===== src/rtl/uart_tx_fifo.sv =====
// rtl/uart_tx_fifo.sv - buffered 8N1 UART transmitter: byte FIFO feeding a baud-timed shifter

// Circular byte buffer with power-of-two depth; pointers wrap naturally.
module uart_tx_fifo_buf #(
  parameter int DEPTH = 16
) (
  input  logic                     clk,
  input  logic                     resn,
  input  logic                     push,
  input  logic [7:0]               push_data,
  input  logic                     pop,
  output logic [7:0]               pop_data,
  output logic [$clog2(DEPTH):0]   count,
  output logic                     ready
);

  localparam int AW = $clog2(DEPTH);
  localparam int CW = AW + 1;
  localparam logic [CW-1:0] FULL = CW'(DEPTH);

  logic [7:0]    mem [DEPTH];
  logic [AW-1:0] wr_ptr;
  logic [AW-1:0] rd_ptr;
  logic          push_ok;
  logic          pop_ok;

  // Ready is derived from the registered count only, so a pop while full
  // lets ready rise on the following cycle, never within the same one.
  assign ready    = (count != FULL);
  assign push_ok  = push & ready;
  assign pop_ok   = pop & (count != '0);
  assign pop_data = mem[rd_ptr];

  // Storage array; contents need no reset because the pointers define validity.
  always_ff @(posedge clk) begin
    if (push_ok) begin
      mem[wr_ptr] <= push_data;
    end
  end

  // Pointer and occupancy bookkeeping; a simultaneous push and pop leaves count unchanged.
  always_ff @(posedge clk or negedge resn) begin
    if (!resn) begin
      wr_ptr <= '0;
      rd_ptr <= '0;
      count  <= '0;
    end else begin
      if (push_ok) begin
        wr_ptr <= wr_ptr + AW'(1);
      end
      if (pop_ok) begin
        rd_ptr <= rd_ptr + AW'(1);
      end
      case ({push_ok, pop_ok})
        2'b10:   count <= count + CW'(1);
        2'b01:   count <= count - CW'(1);
        default: count <= count;
      endcase
    end
  end

endmodule

// Top level: FIFO plus a four-state frame generator driving the serial line.
module uart_tx_fifo #(
  parameter int BAUD_DIV   = 1389,
  parameter int FIFO_DEPTH = 16
) (
  input  logic                          clock_160,
  input  logic                          inp_resn,
  input  logic                          enable,
  input  logic [7:0]                    wr_data,
  input  logic                          wr_valid,
  output logic                          wr_ready,
  output logic                          tx,
  output logic                          busy,
  output logic [$clog2(FIFO_DEPTH):0]   count
);

  localparam int BW = $clog2(BAUD_DIV);
  localparam logic [BW-1:0] BAUD_LAST = BW'(BAUD_DIV - 1);

  typedef enum logic [1:0] {
    IDLE  = 2'd0,
    START = 2'd1,
    DATA  = 2'd2,
    STOP  = 2'd3
  } state_t;

  state_t        state;
  logic [BW-1:0] baud_cnt;
  logic [2:0]    bit_cnt;
  logic [7:0]    shifter;
  logic [7:0]    fifo_data;
  logic          bit_done;
  logic          pop;

  // The baud counter counts down; zero marks the last cycle of the current bit.
  assign bit_done = (baud_cnt == '0);

  // A new frame is launched from IDLE or at the very end of a stop bit, so
  // back-to-back frames have no idle gap and enable is only sampled there.
  assign pop = enable & (count != '0) &
               ((state == IDLE) | ((state == STOP) & bit_done));

  uart_tx_fifo_buf #(
    .DEPTH     (FIFO_DEPTH)
  ) u_buf (
    .clk       (clock_160),
    .resn      (inp_resn),
    .push      (wr_valid),
    .push_data (wr_data),
    .pop       (pop),
    .pop_data  (fifo_data),
    .count     (count),
    .ready     (wr_ready)
  );

  // Frame state machine; tx is registered from the current state so each
  // level appears one cycle after the state is entered and lasts BAUD_DIV cycles.
  always_ff @(posedge clock_160 or negedge inp_resn) begin
    if (!inp_resn) begin
      state    <= IDLE;
      tx       <= 1'b1;
      busy     <= 1'b0;
      baud_cnt <= '0;
      bit_cnt  <= '0;
      shifter  <= '0;
    end else begin
      case (state)
        IDLE: begin
          tx <= 1'b1;
          if (pop) begin
            shifter  <= fifo_data;
            bit_cnt  <= '0;
            baud_cnt <= BAUD_LAST;
            busy     <= 1'b1;
            state    <= START;
          end
        end

        START: begin
          tx <= 1'b0;
          if (bit_done) begin
            baud_cnt <= BAUD_LAST;
            state    <= DATA;
          end else begin
            baud_cnt <= baud_cnt - BW'(1);
          end
        end

        DATA: begin
          tx <= shifter[0];
          if (bit_done) begin
            baud_cnt <= BAUD_LAST;
            shifter  <= {1'b0, shifter[7:1]};
            if (bit_cnt == 3'd7) begin
              state <= STOP;
            end else begin
              bit_cnt <= bit_cnt + 3'd1;
            end
          end else begin
            baud_cnt <= baud_cnt - BW'(1);
          end
        end

        STOP: begin
          tx <= 1'b1;
          if (bit_done) begin
            if (pop) begin
              shifter  <= fifo_data;
              bit_cnt  <= '0;
              baud_cnt <= BAUD_LAST;
              state    <= START;
            end else begin
              busy  <= 1'b0;
              state <= IDLE;
            end
          end else begin
            baud_cnt <= baud_cnt - BW'(1);
          end
        end
      endcase
    end
  end

endmodule

===== config.mk =====
export PLATFORM = sky130hd
export DESIGN_NAME = uart_tx_fifo
export DESIGN_NICKNAME = d
export VERILOG_FILES = /design/src/rtl/uart_tx_fifo.sv
export SDC_FILE = /design/constraint.sdc
export NUM_CORES = 1
export LEC_CHECK = 0
export CORE_MARGIN = 4
export CORE_UTILIZATION = 40
export CTS_CLUSTER_SIZE = 16
export DETAILED_ROUTE_END_ITERATION = 8
export HOLD_SLACK_MARGIN = 0.12
export PLACE_DENSITY = 0.67
export SLEW_MARGIN = 15
export SYNTH_ARGS = -nofsm -noshare
export SYNTH_HDL_FRONTEND = slang
export SYNTH_SLANG_ARGS = --single-unit

===== constraint.sdc =====
create_clock -name clock_160 -period 7.2 [get_ports clock_160]
set_input_delay 1.44 -clock clock_160 [delete_from_list [all_inputs] [get_ports clock_160]]
set_output_delay 1.44 -clock clock_160 [all_outputs]
set_load 0.1 [all_outputs]

==> metrics.md, run 1 <==
| Metric | Value |
|---|---|
| Final ANT Viol Nets | `0` |
| TNS Setup | `0 ns` |
| Worst path max stage delay | `0.98 ns` |
| Row count | `49` |
| Synth cell types | `57` |
| Largest net degree at the start of global routing | `44` |
| Die Span Y | `between 100 and 150 um` |
| Type of origin of the critical path | `flip-flop` |
| Drt pass-1 iters | `5` |
| DR vias/cell | `between 5 and 6` |
| Chip width | `around 140 um` |
| Max-cap viol count | `0` |
| Synth Register Bits | `around 170` |
| First-pass GRT wire length | `between 20000 and 25000 um` |
| Most common cell after layout, fill and taps aside | `edfxtp_1` |
| RR Endpoint | `u_buf.count[4]` |
| Register Area | `4820 um^2` |
| Cell count of the worst reg-to-reg path | `13` |
| R2R Path Start | `baud_cnt[0]` |
| # port buffers | `19` |
| Hold_buf cts | `0` |
| WL final | `around 14000 um` |
| Relative slew margins | `about a fifth` |
| Final Hold Viols | `0` |
| Fill count | `1578` |
| TritonCTS clock tree | `done` |
| Clk_skew | `around 0.010 ns` |
| N_diodes | `0` |
| Avg Synthesized Cell Area | `approximately 14 um^2` |
| Nets@finish | `approximately 560` |
| Final core utilization | `46.4%` |
| CP Class | `flip-flop to output port` |
| Slew @ Worst Pin | `approximately 1.2 ns` |
| Start point of the critical path | `u_buf.count[2]` |
| Crit-path max FO | `8` |
| Final Setup Violations | `0` |
| Initial antenna violation count | `0` |
| Vias post-DR | `4271` |
| Status | `completed` |
| Max Slew Vio Count | `0` |
| Yosys warning count | `0` |
| Share of cells above drive strength 1 | `roughly a tenth` |
| Ys flop type | `edfxtp_1` |
| WL/cell | `about 19 um` |
| Maximum VDD drop | `around 0.00044 V` |
| Cell area after synthesis | `7350 um^2` |
| Post-layout minimum cycle time | `about 4.2 ns` |
| Syn Nets | `between 500 and 600` |
| All-layer global routing usage | `between 10% and 20%` |
| CP max stage cell | `clkdlybuf4s50_1` |
| Max Buffers Root-to-Sink | `2` |
| Mapped Cells | `~520` |
| R2R Setup Slk | `~3.4 ns` |
| # DRC | `0` |
| Highest clock rate | `237 MHz` |
| Most frequent cells in the layout | `128 x edfxtp_1, 53 x mux2i_1, 36 x dfrtp_1, 33 x nor2_1, 24 x a22oi_1` |
| Reg clk slew, reported paths | `about 0.060 ns` |
| Die area | `20600 um^2` |
| Final period util | `between 50% and 60%` |
| Crit path required time | `between 5 and 6 ns` |
| CTS H-tree lvls | `4` |
| Syn-to-layout area delta | `13.6%` |
| Cts bufs inserted | `17` |
| Asr flop ratio synth | `between 20% and 30%` |
| Worst min-delay path class | `flip-flop to flip-flop` |
| Overflow after GRT | `0` |
| Worst skew pair latency | `between 0.4 and 0.5 ns` |
| Top Ports | `20` |
| Core footprint | `18000 um^2` |
| Final Power | `approximately 3.7 mW` |
| Starting density of the core | `approximately 41%` |
| # resized after CTS | `0` |
| RSZ-0062 raised after global routing | `no` |
| HPWL Detailed | `~9000 um` |
| CP Data Arrival Time | `between 2 and 3 ns` |
| Crit-path cells | `or3_1 -> or3b_2 -> clkdlybuf4s50_1` |
| Post-synth EDFFs | `around 130` |
| Register area share after synthesis | `around two thirds` |
| Pwr Density | `440 nW/um^2` |
| Setup Buffers After CTS | `0` |
| GP Congestion | `around 0.83` |
| P_leak | `~3.0 nW` |
| Clock Sinks | `~170` |
| Clock root buffer | `clkbuf_16` |
| Area of the multi-input gates | `between 2000 and 2500 um^2` |
| Vias in the first global route | `between 4000 and 5000` |
| End point of the critical path | `wr_ready` |
| CP Capture Type | `output port` |
| Initial drt markers | `269` |
[critical path: cells and delay by family, from the launching register on]
family	cells	cell delay [ns]
flip-flops	1	0.46
buffers and inverters	1	0.98
AND/OR/NAND/NOR	2	0.92
[power by group]
group	total, mW	internal [mW]	switching [mW]	leakage, nW
clock network	0.956	0.567	0.389	0.300
registers	1.43	1.23	0.197	1.62
logic	1.30	0.490	0.807	1.03
[registers in the layout, summed over array words and instances, names as in the netlist]
register      count
state             2
baud_cnt         11
u_buf.mem       128
shifter           8
u_buf.rd_ptr      4
tx                1
bit_cnt           3
u_buf.count       5
busy              1
u_buf.wr_ptr      4
[synthesized netlist by cell type (3+ instances only)]
cell type / instances / area (um^2)
buf_1: 8 / 30.0
xor2_1: 8 / 70.1
nor3_1: 10 / 50.1
nand3_1: 15 / 75.1
nor2_1: 33 / 124
nor2b_1: 15 / 93.8
o21ai_0: 14 / 70.1
clkbuf_1: 16 / 60.1
ha_1: 19 / 238
mux2_2: 3 / 33.8
nand4_1: 4 / 25.0
dfrtp_1: 38 / 951
or4_1: 3 / 22.5
a22oi_1: 24 / 180
nand2_1: 19 / 71.3
a21oi_1: 14 / 70.1
nand2b_1: 5 / 31.3
a32oi_1: 7 / 61.3
a21o_1: 3 / 22.5
edfxtp_1: 128 / 3840
o22a_1: 3 / 26.3
buf_2: 5 / 25.0
inv_1: 13 / 48.8
xnor2_1: 6 / 52.6
mux2i_1: 53 / 531
a31oi_1: 6 / 37.5
a211oi_1: 10 / 75.1
a41oi_1: 4 / 35.0
[area by class of cell]
cell class | count | area share (%)
Multi-Input combinational cell | 313 | 28.4
Clock inverter | 13 | 2.16
Timing Repair Buffer | 21 | 2.40
Tap cell | 229 | 3.43
Clock buffer | 19 | 5.30
Inverter | 13 | 0.584
Sequential cell | 167 | 57.7
[per-stage QoR]
stage / worst slack (ns) / cells / hold slack (ns) / cell area [um^2]
after global placement: 2.97 / 743 / 0.487 / 7720
final: 2.99 / 775 / 0.508 / 8360
after detailed placement: 2.81 / 743 / 0.500 / 7720
after floorplan: 2.87 / 523 / 0.461 / 7350
after global routing: 2.88 / 775 / 0.549 / 8360
after CTS: 2.96 / 775 / 0.515 / 8340
[routing by layer]
metal	wire length [um]	global-route usage, %	vias up	part of all wire [%]
met5	0	0	-	0
met4	257	5.70	0	1.8
met3	672	3.66	14	4.7
met2	6680	22.0	106	46
met1	6800	20.5	2120	47
li1	-	-	2031	-
[worst min-delay path by stage]
stage | end | from | cells after the start
after global routing | tx | shifter[0] | 2
final | bit_cnt[1] | bit_cnt[1] | 2
after floorplan | u_buf.rd_ptr[3] | u_buf.rd_ptr[3] | 1
after CTS | bit_cnt[1] | bit_cnt[1] | 2
after detailed placement | bit_cnt[1] | bit_cnt[1] | 2
after global placement | bit_cnt[1] | bit_cnt[1] | 2
[cells by family after synthesis]
kind of cell | Yosys count | share of synthesized area, %
flops | 167 | 65.5
simple gates | 117 | 8.20
compound gates | 105 | 10.7
mux | 58 | 8.29
buf+inv | 43 | 2.38
fa+ha+maj | 19 | 3.23
xor+xnor | 14 | 1.67
(Power assumes the default switching activity.)
==> run 2, diff against run 1 <==
Settings changed: PLACE_DENSITY 0.67 to 0.69.
Clock period 7.2 ns to 3.75 ns, I/O delays scaled along.
==> metrics.md, run 2 (synthesis gave the netlist of run 1 again) <==
| Metric | Value |
|---|---|
| Cell count of the worst reg-to-reg path | `12 (was 13)` |
| Cts bufs inserted | `17 (unchanged)` |
| Crit path required time | `4.09 ns (was 5.76 ns)` |
| Clock Sinks | `167 (unchanged)` |
| Most frequent cells in the layout | `128 x edfxtp_1, 53 x mux2i_1, 33 x nor2_1, 33 x dfrtp_1, 24 x a22oi_1 (was 128 x edfxtp_1, 53 x mux2i_1, 36 x dfrtp_1, 33 x nor2_1, 24 x a22oi_1)` |
| Initial antenna violation count | `0 (unchanged)` |
| Max reg flops | `128 (unchanged)` |
| Pwr Density | `842 nW/um^2 (was 440 nW/um^2)` |
| Reg clk slew, reported paths | `0.07 ns (was 0.06 ns)` |
| # resized after CTS | `0 (unchanged)` |
| Drt pass-1 iters | `5 (unchanged)` |
| End point of the critical path | `u_buf.count[4] (was wr_ready)` |
| Design area | `8390 um^2 (was 8360 um^2)` |
| Final hold slack | `0.443 ns (was 0.508 ns)` |
| Relative slew margins | `35.1% (was 21.3%)` |
| RSZ-0062 raised after global routing | `no (unchanged)` |
| Status | `completed (unchanged)` |
| P_leak | `2.99 nW (was 2.96 nW)` |
| All-layer global routing usage | `15.2% (was 14.6%)` |
| Post-layout minimum cycle time | `~3.5 ns` |
| Highest clock rate | `slightly below 300 MHz` |
| Chip width | `144 um (unchanged)` |
| Final Power | `7.06 mW (was 3.68 mW)` |
| DR vias/cell | `5.61 (was 5.51)` |
| CTS H-tree lvls | `4 (unchanged)` |
| Final Setup Violations | `0 (unchanged)` |
| Largest regs | `u_buf.mem x128, baud_cnt x11, shifter x8 (unchanged)` |
| HPWL Detailed | `9770 um (was 9260 um)` |
| Most common cell after layout, fill and taps aside | `edfxtp_1 (unchanged)` |
| Max-cap viol count | `0 (unchanged)` |
| Vias in the first global route | `4361 (was 4151)` |
| WL final | `14900 um (was 14400 um)` |
| TritonCTS clock tree | `done (unchanged)` |
| Max Slew Vio Count | `0 (unchanged)` |
| # DRC | `0 (unchanged)` |
| Overflow after GRT | `0 (unchanged)` |
| Fill count | `1569 (was 1578)` |
| Final period util | `a little over 90%` |
| Area after DPL | `7790 um^2 (was 7720 um^2)` |
| CP Class | `flip-flop to flip-flop (was flip-flop to output port)` |
| TNS Setup | `0 ns (unchanged)` |
| Row count | `49 (unchanged)` |
| Top Ports | `20 (unchanged)` |
| Setup Buffers After CTS | `0 (unchanged)` |
| GP Congestion | `0.909 (was 0.825)` |
| Final ANT Viol Nets | `0 (unchanged)` |
| Final core utilization | `46.5% (was 46.4%)` |
| Hold_buf cts | `0 (unchanged)` |
| Initial drt markers | `236 (was 269)` |
| CP Data Arrival Time | `3.80 ns (was 2.77 ns)` |
| Syn-to-layout area delta | `14.0% (was 13.6%)` |
| RR Endpoint | `u_buf.count[4] (unchanged)` |
| Most flop-heavy register | `u_buf.mem (unchanged)` |
| Clk_skew | `0.00978 ns (was 0.0102 ns)` |
| Die area | `20600 um^2 (unchanged)` |
| Worst min-delay path class | `input pin to asynchronous set/reset pin (was flip-flop to flip-flop)` |
| Max Buffers Root-to-Sink | `2 (unchanged)` |
| Worst skew pair latency | `0.43 ns (about the same)` |
| Share of cells above drive strength 1 | `12.4% (was 10.6%)` |
| Type of origin of the critical path | `flip-flop (unchanged)` |
| R2R Setup Slk | `0.29 ns (was 3.39 ns)` |
| Crit-path max FO | `10 (was 8)` |
| Slew @ Worst Pin | `0.970 ns (was 1.17 ns)` |
| Clock root buffer | `clkbuf_16 (unchanged)` |
| # port buffers | `19 (unchanged)` |
| WL/cell | `19.0 um (was 18.6 um)` |
| Maximum VDD drop | `0.000646 V (was 0.000443 V)` |
| Die Span Y | `144 um (unchanged)` |
| Largest net degree at the start of global routing | `40 (was 44)` |
| Core footprint | `18000 um^2 (unchanged)` |
| CP Capture Type | `flip-flop (was output port)` |
| Starting density of the core | `40.8% (unchanged)` |
| R2R Path Start | `u_buf.count[1] (was baud_cnt[0])` |
| Start point of the critical path | `u_buf.count[1] (was u_buf.count[2])` |
| First-pass GRT wire length | `23600 um (was 22600 um)` |
| Vias post-DR | `4401 (was 4271)` |
| N_diodes | `0 (unchanged)` |
| Nets@finish | `573 (was 564)` |
| Final Hold Viols | `0 (unchanged)` |
-- run 2: metrics by stage --
step / instances / worst slack (ns)
finish: 784 / 0.293
global route: 784 / 0.0587
CTS: 784 / 0.236
detailed placement: 752 / 0.260
global placement: 752 / 0.463
floorplan: 523 / 0.00847
-- run 2: routing by layer --
layer	GRT usage (%)	share of wire, %	vias up
met3	3.89	5.7	26
met4	4.81	1.8	0
met2	24.7	49	136
li1	-	-	2053
met1	20.0	43	2186
met5	0	0	-
-- run 2: cell type report --
cell class                 count  area (um^2)  area share [%]
timing repair buffer          30          265            3.16
inverter                      13         48.8           0.582
clock buffer                  17          425            5.07
sequential                   167         4830            57.6
tap                          229          287            3.42
multi-input combinational    313         2360            28.2
clock inverter                15          166            1.98
-- run 2: worst max-delay path, cell delays in order, from the launching register on --
cell and delay (ns):
dfrtp_4 0.52, or3_1 0.42, or3b_4 0.41, and2_1 0.26, inv_1 0.13, ha_2 0.30
xor2_1 0.18, ha_1 0.19, a21boi_0 0.21, o221ai_1 0.18, a21o_1 0.21, a21oi_1 0.19
xor2_1 0.17
-- run 2: how the worst min path moves through the flow --
stage | slack [ns] | from | endpoint | cells past startpoint
detailed placement | 0.51 | u_buf.rd_ptr[3] | u_buf.rd_ptr[3] | 1
global placement | 0.49 | bit_cnt[0] | bit_cnt[0] | 1
floorplan | 0.45 | inp_resn | baud_cnt[0] | 0
finish | 0.44 | inp_resn | baud_cnt[8] | 1
global route | 0.52 | inp_resn | baud_cnt[7] | 1
CTS | 0.47 | inp_resn | baud_cnt[9] | 1
-- run 2: where the power goes --
part           leakage (nW)  switching [mW]  internal (mW)  total (mW)
Combinational          1.08            1.56          0.982        2.55
Clock                 0.289           0.736          0.995        1.73
Sequential             1.62           0.418           2.36        2.78
==> run 3, diff against run 2 <==
Settings changed: CELL_PAD_IN_SITES_DETAIL_PLACEMENT set to 0, CELL_PAD_IN_SITES_GLOBAL_PLACEMENT set to 1, MAX_ROUTING_LAYER set to met4, PLACE_DENSITY 0.69 to 0.77.
==> metrics.md, run 3 (synthesis gave the netlist of run 1 again) <==
| Metric | Value |
|---|---|
| Drt pass-1 iters | `5 (unchanged)` |
| Starting density of the core | `40.8% (unchanged)` |
| Maximum VDD drop | `0.000474 V (was 0.000646 V)` |
| Syn-to-layout area delta | `14.3% (was 14.0%)` |
| HPWL Detailed | `9760 um (was 9770 um)` |
| Chip width | `144 um (unchanged)` |
| Final ANT Viol Nets | `0 (unchanged)` |
| P_leak | `2.99 nW (about the same)` |
| Max reg flops | `128 (unchanged)` |
| GP Congestion | `0.874 (was 0.909)` |
| Most frequent cells in the layout | `128 x edfxtp_1, 53 x mux2i_1, 33 x nor2_1, 33 x dfrtp_1, 24 x a22oi_1 (unchanged)` |
| Final period util | `94.7% (was 92.2%)` |
| # port buffers | `19 (unchanged)` |
| Crit path required time | `4.09 ns (about the same)` |
| Fill count | `1573 (was 1569)` |
| Largest regs | `u_buf.mem x128, baud_cnt x11, shifter x8 (unchanged)` |
| Initial drt markers | `274 (was 236)` |
| Final Hold Viols | `0 (unchanged)` |
| Max Buffers Root-to-Sink | `2 (unchanged)` |
| RSZ-0062 raised after global routing | `no (unchanged)` |
| # DRC | `0 (unchanged)` |
| DP Cell Count | `751 (was 752)` |
| Reg clk slew, reported paths | `0.07 ns (about the same)` |
| Worst slack at placement | `0.274 ns (was 0.260 ns)` |
| Slew @ Worst Pin | `0.989 ns (was 0.970 ns)` |
| Crit-path max FO | `10 (unchanged)` |
| Vias in the first global route | `4331 (was 4361)` |
| Cts bufs inserted | `17 (unchanged)` |
| Clock root buffer | `clkbuf_16 (unchanged)` |
| Core footprint | `18000 um^2 (unchanged)` |
| DR vias/cell | `5.54 (was 5.61)` |
| Final Setup Violations | `0 (unchanged)` |
| Die area | `20600 um^2 (unchanged)` |
| Die Span Y | `144 um (unchanged)` |
| Highest clock rate | `282 MHz (was 289 MHz)` |
| Vias post-DR | `4334 (was 4401)` |
| Top Ports | `20 (unchanged)` |
| Status | `completed (unchanged)` |
| Row count | `49 (unchanged)` |
| WL final | `14600 um (was 14900 um)` |
| CP Capture Type | `flip-flop (unchanged)` |
| WL/cell | `18.7 um (was 19.0 um)` |
| N_diodes | `0 (unchanged)` |
| Nets@finish | `572 (was 573)` |
| Setup Buffers After CTS | `0 (unchanged)` |
| Hold_buf cts | `0 (unchanged)` |
| Overflow after GRT | `0 (unchanged)` |
| Type of origin of the critical path | `flip-flop (unchanged)` |
| Register Area | `4830 um^2 (unchanged)` |
| Max-cap viol count | `0 (unchanged)` |
| # resized after CTS | `0 (unchanged)` |
| Clock Sinks | `167 (unchanged)` |
| Pwr Density | `848 nW/um^2 (was 842 nW/um^2)` |
| Final cell count without fillers | `782 (was 784)` |
| First-pass GRT wire length | `23000 um (was 23600 um)` |
| Share of cells above drive strength 1 | `11.8% (was 12.4%)` |
| CP Data Arrival Time | `3.89 ns (was 3.80 ns)` |
| Relative slew margins | `33.9% (was 35.1%)` |
| Most flop-heavy register | `u_buf.mem (unchanged)` |
| CP Class | `flip-flop to flip-flop (unchanged)` |
| Worst min-delay path class | `input pin to asynchronous set/reset pin (unchanged)` |
| Clk_skew | `0.00852 ns (was 0.00978 ns)` |
| TNS Setup | `0 ns (unchanged)` |
| Largest net degree at the start of global routing | `40 (unchanged)` |
| Final hold slack | `0.445 ns (was 0.443 ns)` |
| Final worst-path setup slack | `0.198 ns (was 0.293 ns)` |
| All-layer global routing usage | `15.3% (was 15.2%)` |
| Worst skew pair latency | `0.42 ns (was 0.43 ns)` |
| Max Slew Vio Count | `0 (unchanged)` |
| Most common cell after layout, fill and taps aside | `edfxtp_1 (unchanged)` |
| CTS H-tree lvls | `4 (unchanged)` |
| Post-layout minimum cycle time | `3.55 ns (was 3.46 ns)` |
| TritonCTS clock tree | `done (unchanged)` |
| Initial antenna violation count | `0 (unchanged)` |
| Area of the multi-input gates | `2360 um^2 (about the same)` |
[run 3: cell count changes in the layout (fill, tap and decap cells not counted), sizes merged]
cell,before,now
buf,13,12
bufinv,2,4
clkbuf,17,19
clkinv,6,2
inv,19,18
[run 3: stage by stage]
step	cell area [um^2]	power [mW]	utilization (%)
finish	8410	7.13	46.6
global route	8410	7.54	46.6
CTS	8410	7.18	46.6
detailed placement	7780	5.32	43.2
global placement	7780	5.24	43.2
floorplan	7380	4.66	-
[run 3: worst paths after layout]
check / startpoint / end / slack, ns / depth (start not counted)
min reg2reg: u_buf.rd_ptr[3] / u_buf.rd_ptr[3] / 0.50 / 1
max reg2reg: u_buf.count[1] / u_buf.count[4] / 0.20 / 12
min: inp_resn / baud_cnt[9] / 0.45 / 1
max in group asynchronous: inp_resn / u_buf.count[1] / 2.64 / 1
max: u_buf.count[1] / u_buf.count[4] / 0.20 / 12
min in group clock_160: u_buf.rd_ptr[3] / u_buf.rd_ptr[3] / 0.50 / 1
[run 3: layout make-up]
type                            count  area share, %
Timing Repair Buffer               29           3.07
Multi-Input combinational cell    313           28.1
Sequential cell                   167           57.4
Inverter                           13          0.580
Tap cell                          229           3.41
Clock buffer                       19           5.15
Clock inverter                     12           2.28
[run 3: where the power goes]
group	internal [mW]	switching, mW
Clock	1.13	0.717
Combinational	0.974	1.55
Sequential	2.36	0.398
[run 3: routing by layer]
metal	GRT usage, %	routed length (um)	vias to the layer above
li1	-	-	2048
met5	-	0	-
met3	4.09	713	12
met4	3.87	115	0
met2	24.2	7180	104
met1	19.6	6620	2170
[run 3: worst max-delay path, stage by stage (launching register included)]
cell,delay [ns]
dfrtp_4,0.52
or3_1,0.42
or3b_4,0.42
and2_1,0.24
inv_1,0.11
ha_1,0.38
xor2_1,0.19
ha_1,0.21
a21boi_0,0.21
o221ai_1,0.19
a21o_1,0.22
a21oi_1,0.21
xor2_1,0.16
